==> config.mk <==
export PLATFORM = sky130hd
export DESIGN_NAME = vreg_wb_arbiter
export DESIGN_NICKNAME = d
export VERILOG_FILES = /design/src/rtl/vreg_wb_arbiter_pkg.sv /design/src/rtl/vreg_wb_arbiter_conv_wb_fifo.sv /design/src/rtl/vreg_wb_arbiter.sv
export SDC_FILE = /design/constraint.sdc
export NUM_CORES = 1
export LEC_CHECK = 0
export CORE_MARGIN = 2
export CORE_UTILIZATION = 40
export DETAILED_ROUTE_END_ITERATION = 12
export PLACE_DENSITY_LB_ADDON = 0.1
export SYNTH_ARGS = -nofsm -noshare
export SYNTH_HDL_FRONTEND = slang
export SYNTH_SLANG_ARGS = --single-unit
==> constraint.sdc <==
create_clock -name clk -period 6 [get_ports clk]
set_input_delay 1.2 -clock clk [delete_from_list [all_inputs] [get_ports clk]]
set_output_delay 1.2 -clock clk [all_outputs]
set_load 0.02 [all_outputs]
==> src/rtl/vreg_wb_arbiter_pkg.sv <==
// rtl/vreg_wb_arbiter_pkg.sv - shared widths, grant encoding and hazard helper for the vreg write arbiter
package vreg_wb_arbiter_pkg;

  localparam int LENGTH         = 4;
  localparam int INT8           = 8;
  localparam int VW_DEF         = LENGTH * INT8;
  localparam int AW_DEF         = 5;
  localparam int DEPTH_DEF      = 4;
  localparam int STARVE_MAX_DEF = 8;

  typedef enum logic [1:0] {
    GRANT_IDLE = 2'd0,
    GRANT_WB   = 2'd1,
    GRANT_CONV = 2'd2
  } grant_e;

  // A source only counts when decode actually reads it this cycle.
  function automatic logic src_hit(input logic a_vec, input logic a_eq,
                                   input logic b_vec, input logic b_eq);
    return (a_vec && a_eq) || (b_vec && b_eq);
  endfunction

endpackage

==> src/rtl/vreg_wb_arbiter_conv_wb_fifo.sv <==
// rtl/vreg_wb_arbiter_conv_wb_fifo.sv - circular buffer of pending conv writes with per-entry address taps
module conv_wb_fifo #(
  parameter int AW    = 5,
  parameter int VW    = 32,
  parameter int DEPTH = 4
) (
  input  logic                         i_clk,
  input  logic                         i_reset_n,
  input  logic                         i_push,
  input  logic [AW-1:0]                i_addr,
  input  logic [VW-1:0]                i_data,
  input  logic                         i_pop,
  output logic [AW-1:0]                o_head_addr,
  output logic [VW-1:0]                o_head_data,
  output logic [$clog2(DEPTH+1)-1:0]   o_count,
  output logic                         o_full,
  output logic [DEPTH*AW-1:0]          o_entry_addr,
  output logic [DEPTH-1:0]             o_entry_valid
);

  localparam int PW = $clog2(DEPTH);
  localparam int CW = $clog2(DEPTH+1);

  logic [AW+VW-1:0] r_mem [DEPTH];
  logic [PW-1:0]    r_wptr;
  logic [PW-1:0]    r_rptr;
  logic [CW-1:0]    r_count;
  logic [PW-1:0]    w_off;

  always_ff @(posedge i_clk or negedge i_reset_n) begin
    if (!i_reset_n) begin
      r_wptr  <= '0;
      r_rptr  <= '0;
      r_count <= '0;
    end else begin
      if (i_push) r_wptr <= r_wptr + 1'b1;
      if (i_pop)  r_rptr <= r_rptr + 1'b1;
      r_count <= r_count + CW'(i_push) - CW'(i_pop);
    end
  end

  always_ff @(posedge i_clk) begin
    if (i_push) r_mem[r_wptr] <= {i_addr, i_data};
  end

  assign o_head_addr = r_mem[r_rptr][AW+VW-1:VW];
  assign o_head_data = r_mem[r_rptr][VW-1:0];
  assign o_count     = r_count;
  assign o_full      = (r_count == CW'(DEPTH));

  // A slot is live when its distance from the read pointer is below the count.
  always_comb begin
    w_off         = '0;
    o_entry_valid = '0;
    o_entry_addr  = '0;
    for (int i = 0; i < DEPTH; i++) begin
      w_off                    = PW'(i) - r_rptr;
      o_entry_valid[i]         = (CW'(w_off) < r_count);
      o_entry_addr[i*AW +: AW] = r_mem[i][AW+VW-1:VW];
    end
  end

endmodule

==> src/rtl/vreg_wb_arbiter.sv <==
// rtl/vreg_wb_arbiter.sv - vector register file write-port arbiter between pipeline writeback and conv results
module vreg_wb_arbiter
  import vreg_wb_arbiter_pkg::*;
#(
  parameter int VW         = VW_DEF,
  parameter int AW         = AW_DEF,
  parameter int DEPTH      = DEPTH_DEF,
  parameter int STARVE_MAX = STARVE_MAX_DEF
) (
  input  logic                        clk,
  input  logic                        reset,
  input  logic                        wb_valid,
  input  logic [AW-1:0]               wb_addr,
  input  logic [VW-1:0]               wb_data,
  input  logic                        conv_valid,
  input  logic [AW-1:0]               conv_addr,
  input  logic [VW-1:0]               conv_data,
  output logic                        conv_ready,
  input  logic [AW-1:0]               src_a_addr,
  input  logic [AW-1:0]               src_b_addr,
  input  logic                        src_a_vec,
  input  logic                        src_b_vec,
  output logic                        conv_hazard,
  output logic                        stall_req,
  output logic                        vreg_we,
  output logic [AW-1:0]               vreg_waddr,
  output logic [VW-1:0]               vreg_wdata,
  output logic [$clog2(DEPTH+1)-1:0]  fifo_count,
  output logic                        overflow_err
);

  localparam int CW = $clog2(DEPTH+1);
  localparam int SW = $clog2(STARVE_MAX+1);

  logic                w_full;
  logic [CW-1:0]       w_count;
  logic [CW-1:0]       w_count_next;
  logic [AW-1:0]       w_head_addr;
  logic [VW-1:0]       w_head_data;
  logic [DEPTH*AW-1:0] w_entry_addr;
  logic [DEPTH-1:0]    w_entry_valid;
  logic                w_push;
  logic                w_pop;
  logic [SW-1:0]       w_starve_next;
  logic                w_hazard;
  grant_e              w_grant;

  logic                r_we;
  logic                r_is_conv;
  logic [AW-1:0]       r_waddr;
  logic [VW-1:0]       r_wdata;
  logic [SW-1:0]       r_starve;
  logic                r_stall;
  logic                r_ovf;

  assign w_push       = conv_valid && !w_full;
  assign w_pop        = !wb_valid && (w_count != '0);
  assign w_count_next = w_count + CW'(w_push) - CW'(w_pop);

  conv_wb_fifo #(.AW(AW), .VW(VW), .DEPTH(DEPTH)) u_fifo (
    .i_clk         (clk),
    .i_reset_n     (reset),
    .i_push        (w_push),
    .i_addr        (conv_addr),
    .i_data        (conv_data),
    .i_pop         (w_pop),
    .o_head_addr   (w_head_addr),
    .o_head_data   (w_head_data),
    .o_count       (w_count),
    .o_full        (w_full),
    .o_entry_addr  (w_entry_addr),
    .o_entry_valid (w_entry_valid)
  );

  always_comb begin
    w_grant = GRANT_IDLE;
    if (wb_valid)             w_grant = GRANT_WB;
    else if (w_count != '0)   w_grant = GRANT_CONV;
  end

  // Starvation only accumulates while wb keeps beating a non-empty buffer.
  always_comb begin
    w_starve_next = r_starve;
    if (w_pop || (w_count == '0))
      w_starve_next = '0;
    else if (wb_valid && (r_starve != SW'(STARVE_MAX)))
      w_starve_next = r_starve + 1'b1;
  end

  always_ff @(posedge clk or negedge reset) begin
    if (!reset) begin
      r_we      <= 1'b0;
      r_is_conv <= 1'b0;
      r_waddr   <= '0;
      r_wdata   <= '0;
      r_starve  <= '0;
      r_stall   <= 1'b0;
      r_ovf     <= 1'b0;
    end else begin
      case (w_grant)
        GRANT_WB: begin
          r_we      <= 1'b1;
          r_is_conv <= 1'b0;
          r_waddr   <= wb_addr;
          r_wdata   <= wb_data;
        end
        GRANT_CONV: begin
          r_we      <= 1'b1;
          r_is_conv <= 1'b1;
          r_waddr   <= w_head_addr;
          r_wdata   <= w_head_data;
        end
        default: begin
          r_we      <= 1'b0;
          r_is_conv <= 1'b0;
        end
      endcase
      r_starve <= w_starve_next;
      r_stall  <= (w_count_next >= CW'(DEPTH-1)) || (w_starve_next == SW'(STARVE_MAX));
      if (conv_valid && w_full) r_ovf <= 1'b1;
    end
  end

  // Pending conv destinations: queued entries, the write in flight, and this cycle's push.
  always_comb begin
    w_hazard = 1'b0;
    for (int i = 0; i < DEPTH; i++) begin
      if (w_entry_valid[i] &&
          src_hit(src_a_vec, src_a_addr == w_entry_addr[i*AW +: AW],
                  src_b_vec, src_b_addr == w_entry_addr[i*AW +: AW]))
        w_hazard = 1'b1;
    end
    if (r_we && r_is_conv &&
        src_hit(src_a_vec, src_a_addr == r_waddr, src_b_vec, src_b_addr == r_waddr))
      w_hazard = 1'b1;
    if (w_push &&
        src_hit(src_a_vec, src_a_addr == conv_addr, src_b_vec, src_b_addr == conv_addr))
      w_hazard = 1'b1;
  end

  assign conv_ready   = !w_full;
  assign conv_hazard  = w_hazard;
  assign stall_req    = r_stall;
  assign vreg_we      = r_we;
  assign vreg_waddr   = r_waddr;
  assign vreg_wdata   = r_wdata;
  assign fifo_count   = w_count;
  assign overflow_err = r_ovf;

endmodule
==> run metrics, run 1 <==
Die Y-Extent roughly 150 µm; worst flop-to-flop path startpoint u_fifo.o_count[0]; status finished, final reports clean; Ys Warns 0; Netlist cell types 37; FF-to-FF setup slack roughly 3.5 ns; via count 4,932; sequential-to-total area share from yosys stat 66.09%; final WL between 15,000 and 20,000 µm; Synth async-reset ratio 26.00%; commonest non-fill, non-tap cells in the layout 148 x edfxtp_1, 132 x clkdlybuf4s50_1, 50 x dfrtp_1; Final Skew between 0.01 and 0.015 ns; antenna violations before repair 0; CTS Buffer Depth 2; Final Util 51.24%; CTS tree built; Max-Cap Viols 0; setup TNS 0 ns; Fin. Hold Viols 0; Slew HR 44.21%; die area 0.02293 mm²; post-route cell area around 0.011 mm²; R2R depth 10; Syn Nets 646; global-route wire length before repair 30,040 µm; CORE AREA about 0.021 mm²; register bit total from synthesis 200; cell taking the most area after synthesis edfxtp_1; CTS resizes 0; H-tree Lvls 4; nets 776; clock sink total 200; total track usage approximately 18%; share of layout cells above drive strength 1 12.97%; vias in the first global route 5,222; antenna-violating nets left 0; chip width 151.4 µm; largest net degree at the start of global routing 79; final setup fails 0; Cell Rows 53; measured slew at the worst slew-check pin 0.8368 ns; Post-CTS Hold Fix Bufs 0; Tcrit/Tclk final a little under 80%; CTS Buf Count 17; Setup crit end kind primary output; Arr. time, crit path 3.55 ns; WS Path Type primary input to primary output; end of the worst register-to-register path stall_req; hold path startpoint overflow_err; WP data required 4.80 ns; GR Overflow Total 0; hpwl dp 13,020 µm; Initial DRC Count 188; clk_lat worst skew 0.43 ns; worst hold endpoint overflow_err; Synth top area share 51.12%; Worst Path Max Fanout 6; Post-CTS Repair Setup Buffers 0; Ports between 100 and 150; clock root buffer clkbuf_16; routed len/inst 20.60 µm; vias per cell 5.127; syn_area_per_cell roughly 16 µm²; crit path time final 4.748 ns; pwr dens 449.0 mW/mm²; DRT Pass-1 Iters 4; Area contributors post-synth edfxtp_1 51%, dfrtp_1 15%, mux4_2 9.6%; commonest non-fill, non-tap cell in the layout edfxtp_1; RSZ-0062 raised after global routing no; P&R area growth vs syn 24.68%; # port buffers about 130; crit start category primary input; VDD IR max approximately 0.00023 V; Cell Area, Synth 0.008693 mm²; Area after DPL 0.01025 mm²; Worst-path clk slew 0.07 ns; Post-Syn Instances 543; drt drc 0; main flop type after synthesis edfxtp_1; Final Max Tran Viols 0; routability cong. 0.8312; hold depth 1; initial core utilization between 40% and 50%; number of synthesized flops with an enable pin 148; Power Total approximately 4.9 mW; Max Fclk 210.6 MHz; Hold WC Path Type flop to flop; leak pwr 3.807 nW
synth_stat cells (4+ instances only):
library cell / count
dfrtp_1: 52
a21oi_1: 10
mux4_2: 37
buf_2: 13
nand2_1: 46
xnor2_1: 20
nand3_1: 13
inv_1: 8
mux2i_1: 38
edfxtp_1: 148
nor4_1: 11
nor2_1: 8
and3_1: 4
clkbuf_1: 8
buf_6: 6
ha_1: 12
xor2_1: 48
o21ai_1: 37
stage by stage:
stage / cells / hold WS, ns / setup slack [ns]
after global placement: 929 / 0.4612 / 1.234
after floorplan: 543 / 0.4980 / 2.417
final: 962 / 0.4878 / 1.252
after global routing: 961 / 0.5011 / 1.077
after detailed placement: 929 / 0.4805 / 1.277
after CTS: 961 / 0.4961 / 1.275
kinds of logic after synthesis:
| logic type | Yosys count | share of synthesized area, % |
|---|---|---|
| muxes | 77 | 14.22 |
| DFF | 200 | 66.09 |
| adders and majority gates | 13 | 1.957 |
| buffers and inverters | 41 | 2.605 |
| AOI/OAI and AO/OA | 55 | 3.498 |
| xor gates and xnor gates | 68 | 6.851 |
| and+or+nand+nor | 89 | 4.778 |
layout make-up:
cell class | count | area, µm²
diodes | 1 | 2.502
clock buffers | 17 | 425.4
clock inverters | 15 | 157.7
fillers | 1777 | 10310
inverters | 9 | 33.78
multi-input cells | 302 | 2726
flip-flops and latches | 200 | 5751
well taps | 275 | 344.1
repair buffers | 143 | 1399
worst max-delay path: stages:
cell	delay (ns)
clkdlybuf4s50_1	0.67
xor2_1	0.16
nor4_1	0.32
nand3_1	0.17
a21oi_1	0.21
a311oi_1	0.07
o211ai_1	0.11
clkdlybuf4s50_1	0.63
sequential cells by signal, indices dropped and copies added, names as in the netlist:
register,flops
u_fifo.r_mem,148
vreg_wdata,32
vreg_waddr,5
r_starve,4
u_fifo.o_count,3
u_fifo.r_rptr,2
u_fifo.r_wptr,2
overflow_err,1
r_is_conv,1
stall_req,1
vreg_we,1
power breakdown:
part,switching (mW),leakage (nW),internal (mW)
clock network,0.555,0.281,0.559
logic,0.916,1.55,0.811
registers,0.179,1.97,1.85
total,1.65,3.81,3.22
routing by layer:
layer	GRT usage [%]	vias to the layer above	share of wire, %
li1	-	2295	-
met2	30.18	126	50
met5	0	-	0
met3	4.096	21	4.8
met1	24.05	2490	44
met4	4.720	0	1.3
worst max path at each step:
stage	from	endpoint	slack, ns	cells past startpoint
2_1_floorplan	src_b_addr[3]	conv_hazard	2.42	7
3_3_place_gp	src_b_addr[4]	conv_hazard	1.23	8
3_5_place_dp	src_a_addr[2]	conv_hazard	1.28	8
4_1_cts	src_b_addr[1]	conv_hazard	1.28	8
5_1_grt	src_b_addr[1]	conv_hazard	1.08	8
6_report	src_b_addr[1]	conv_hazard	1.25	8
No activity file was read; power rests on OpenSTA's default activity.
==> run 2, diff against run 1 <==
Clock period 6 ns to 4.7 ns, I/O delays scaled along.
==> run 2 against run 1 <==
Combinational power up 25%. Sequential power increased by 30%. Via count rose by 0.49%. Clock skew hardly changed. Total power rose by 28%. Sequential cell count unchanged. Sequential share of layout area is 0.062 points lower. Utilization rose by 0.059 points. Count of clock-buffer cells in the layout rose by 1. Critical path depth unchanged. Largest cell class unchanged.
==> run metrics, run 2 (synthesis gave the netlist of run 1 again) <==
largest reg by FF count u_fifo.r_mem (unchanged); pre-CTS WS 0.5362 ns (was 1.277 ns); routed len/inst 20.53 µm (was 20.60 µm); Slew HR 48.37% (was 44.21%); commonest non-fill, non-tap cell in the layout edfxtp_1 (unchanged); final setup fails 0 (unchanged); total track usage 18.21% (was 18.09%); CTS resizes 0 (unchanged); nets 777 (was 776); antenna violations before repair 1 (was 0); CTS tree built (unchanged); clock sink total 200 (unchanged); Arr. time, crit path 3.24 ns (was 3.55 ns); share of layout cells above drive strength 1 13.25% (was 12.97%); pwr dens 575.5 mW/mm² (was 449.0 mW/mm²); die area 0.02293 mm² (unchanged); Diodes inserted 0 (was 1); VDD IR max 0.0003022 V (was 0.0002285 V); met1 Track Usage GR 24.00% (was 24.05%); antenna-violating nets left 0 (unchanged); commonest non-fill, non-tap cells in the layout 148 x edfxtp_1, 132 x clkdlybuf4s50_1, 50 x dfrtp_1 (unchanged); crit start category primary input (unchanged); Final Max Tran Viols 0 (unchanged); CORE AREA 0.02115 mm² (unchanged); met3 Use GR 4.066% (was 4.096%); Final Skew 0.01402 ns (was 0.01419 ns); # port buffers 134 (unchanged); multi-input logic area 0.002726 mm² (unchanged); setup slack after layout 0.5199 ns (was 1.252 ns); drt drc 0 (unchanged); WS Path Type primary input to primary output (unchanged); GR Overflow Total 0 (unchanged); vias in the first global route 5,252 (was 5,222); Post-CTS Hold Fix Bufs 0 (unchanged); final WL 19,750 µm (was 19,820 µm); Final Util 51.30% (was 51.24%); clock root buffer clkbuf_16 (unchanged); Worst-path clk slew 0.07 ns (about the same); Hold WS 0.4958 ns (was 0.4878 ns); CTS Buffer Depth 2 (unchanged); GR Layer Usage met2 30.68% (was 30.18%); clk_lat worst skew 0.43 ns (about the same); Storage cell area 0.005751 mm² (unchanged); Fin. Hold Viols 0 (unchanged); via count 4,956 (was 4,932); hpwl dp 13,410 µm (was 13,020 µm); P&R area growth vs syn 24.83% (was 24.68%); RSZ-0062 raised after global routing no (unchanged); routability cong. 0.8554 (was 0.8312); leak pwr 3.823 nW (was 3.807 nW); Max Fclk 239.2 MHz; crit path time final 4.180 ns; Power Total 6.245 mW (was 4.867 mW); Post-CTS Repair Setup Buffers 0 (unchanged); GR peak layer met2 (unchanged); setup TNS 0 ns (unchanged); largest net degree at the start of global routing 79 (unchanged); Max-Cap Viols 0 (unchanged); FF-to-FF setup slack 2.20 ns (was 3.47 ns); vias per cell 5.152 (was 5.127); Setup crit end kind primary output (unchanged); WP data required 3.76 ns (was 4.80 ns); global-route wire length before repair 30,280 µm (was 30,040 µm); Cell Rows 53 (unchanged); Hold WC Path Type flop to flop (unchanged); measured slew at the worst slew-check pin 0.7745 ns (was 0.8368 ns); initial core utilization 41.10% (unchanged); H-tree Lvls 4 (unchanged); chip width 151.4 µm (unchanged); Ports 135 (unchanged); DRT Pass-1 Iters 5 (was 4); max FFs per register 148 (unchanged); Tcrit/Tclk final 88.94%; fillers 1,767 (was 1,777); status finished, final reports clean (unchanged); Initial DRC Count 257 (was 188); Die Y-Extent 151.4 µm (unchanged); Worst Path Max Fanout 6 (unchanged); CTS Buf Count 17 (unchanged)
run 2: changes by cell type in the layout (fill, tap and decap cells not counted), moves of 2 or more:
cell and change:
clkinv_4 +3, inv_6 -3, clkinv_1 -2, clkinv_2 +2
run 2: routing by layer:
layer	vias up	part of all wire (%)	wire, µm
met2	132	50	9817
met5	-	0.066	13
met3	18	5.1	1004
met4	2	0.94	186
li1	2296	-	-
met1	2508	44	8727
run 2: where the power goes:
| group | total, mW | switching, mW | internal [mW] |
|---|---|---|---|
| sequential | 2.63 | 0.271 | 2.36 |
| clock | 1.44 | 0.686 | 0.758 |
| combinational | 2.17 | 1.14 | 1.04 |
| total | 6.25 | 2.09 | 4.15 |
run 2: layout make-up:
class	instances	share of cell area (%)
clock inverter	14	1.487
inverter	9	0.3113
timing repair buffer	144	12.96
multi-input combinational	302	25.12
sequential	200	52.99
tap	275	3.171
clock buffer	18	3.955
run 2: critical path, stage by stage:
cell and delay, ns:
clkdlybuf4s50_1 0.58, xor2_1 0.22, nor4_1 0.38, nand3_1 0.12, nand2_1 0.11, nor3_1 0.07
o211ai_1 0.16, clkdlybuf4s50_1 0.65
run 2: final timing paths:
kind / start / to / cells after the start
min in group asynchronous: reset / vreg_waddr[4] / 1
worst min register to register: overflow_err / overflow_err / 1
worst min-delay path: overflow_err / overflow_err / 1
worst max-delay path: src_b_addr[2] / conv_hazard / 8
max in group asynchronous: reset / u_fifo.r_rptr[0] / 2
worst max register to register: u_fifo.o_count[0] / stall_req / 10
run 2: through the flow:
step	area [µm²]	cells
6_report	10850	962
2_1_floorplan	8693	543
3_3_place_gp	10260	930
3_5_place_dp	10260	930
5_1_grt	10850	962
4_1_cts	10850	962
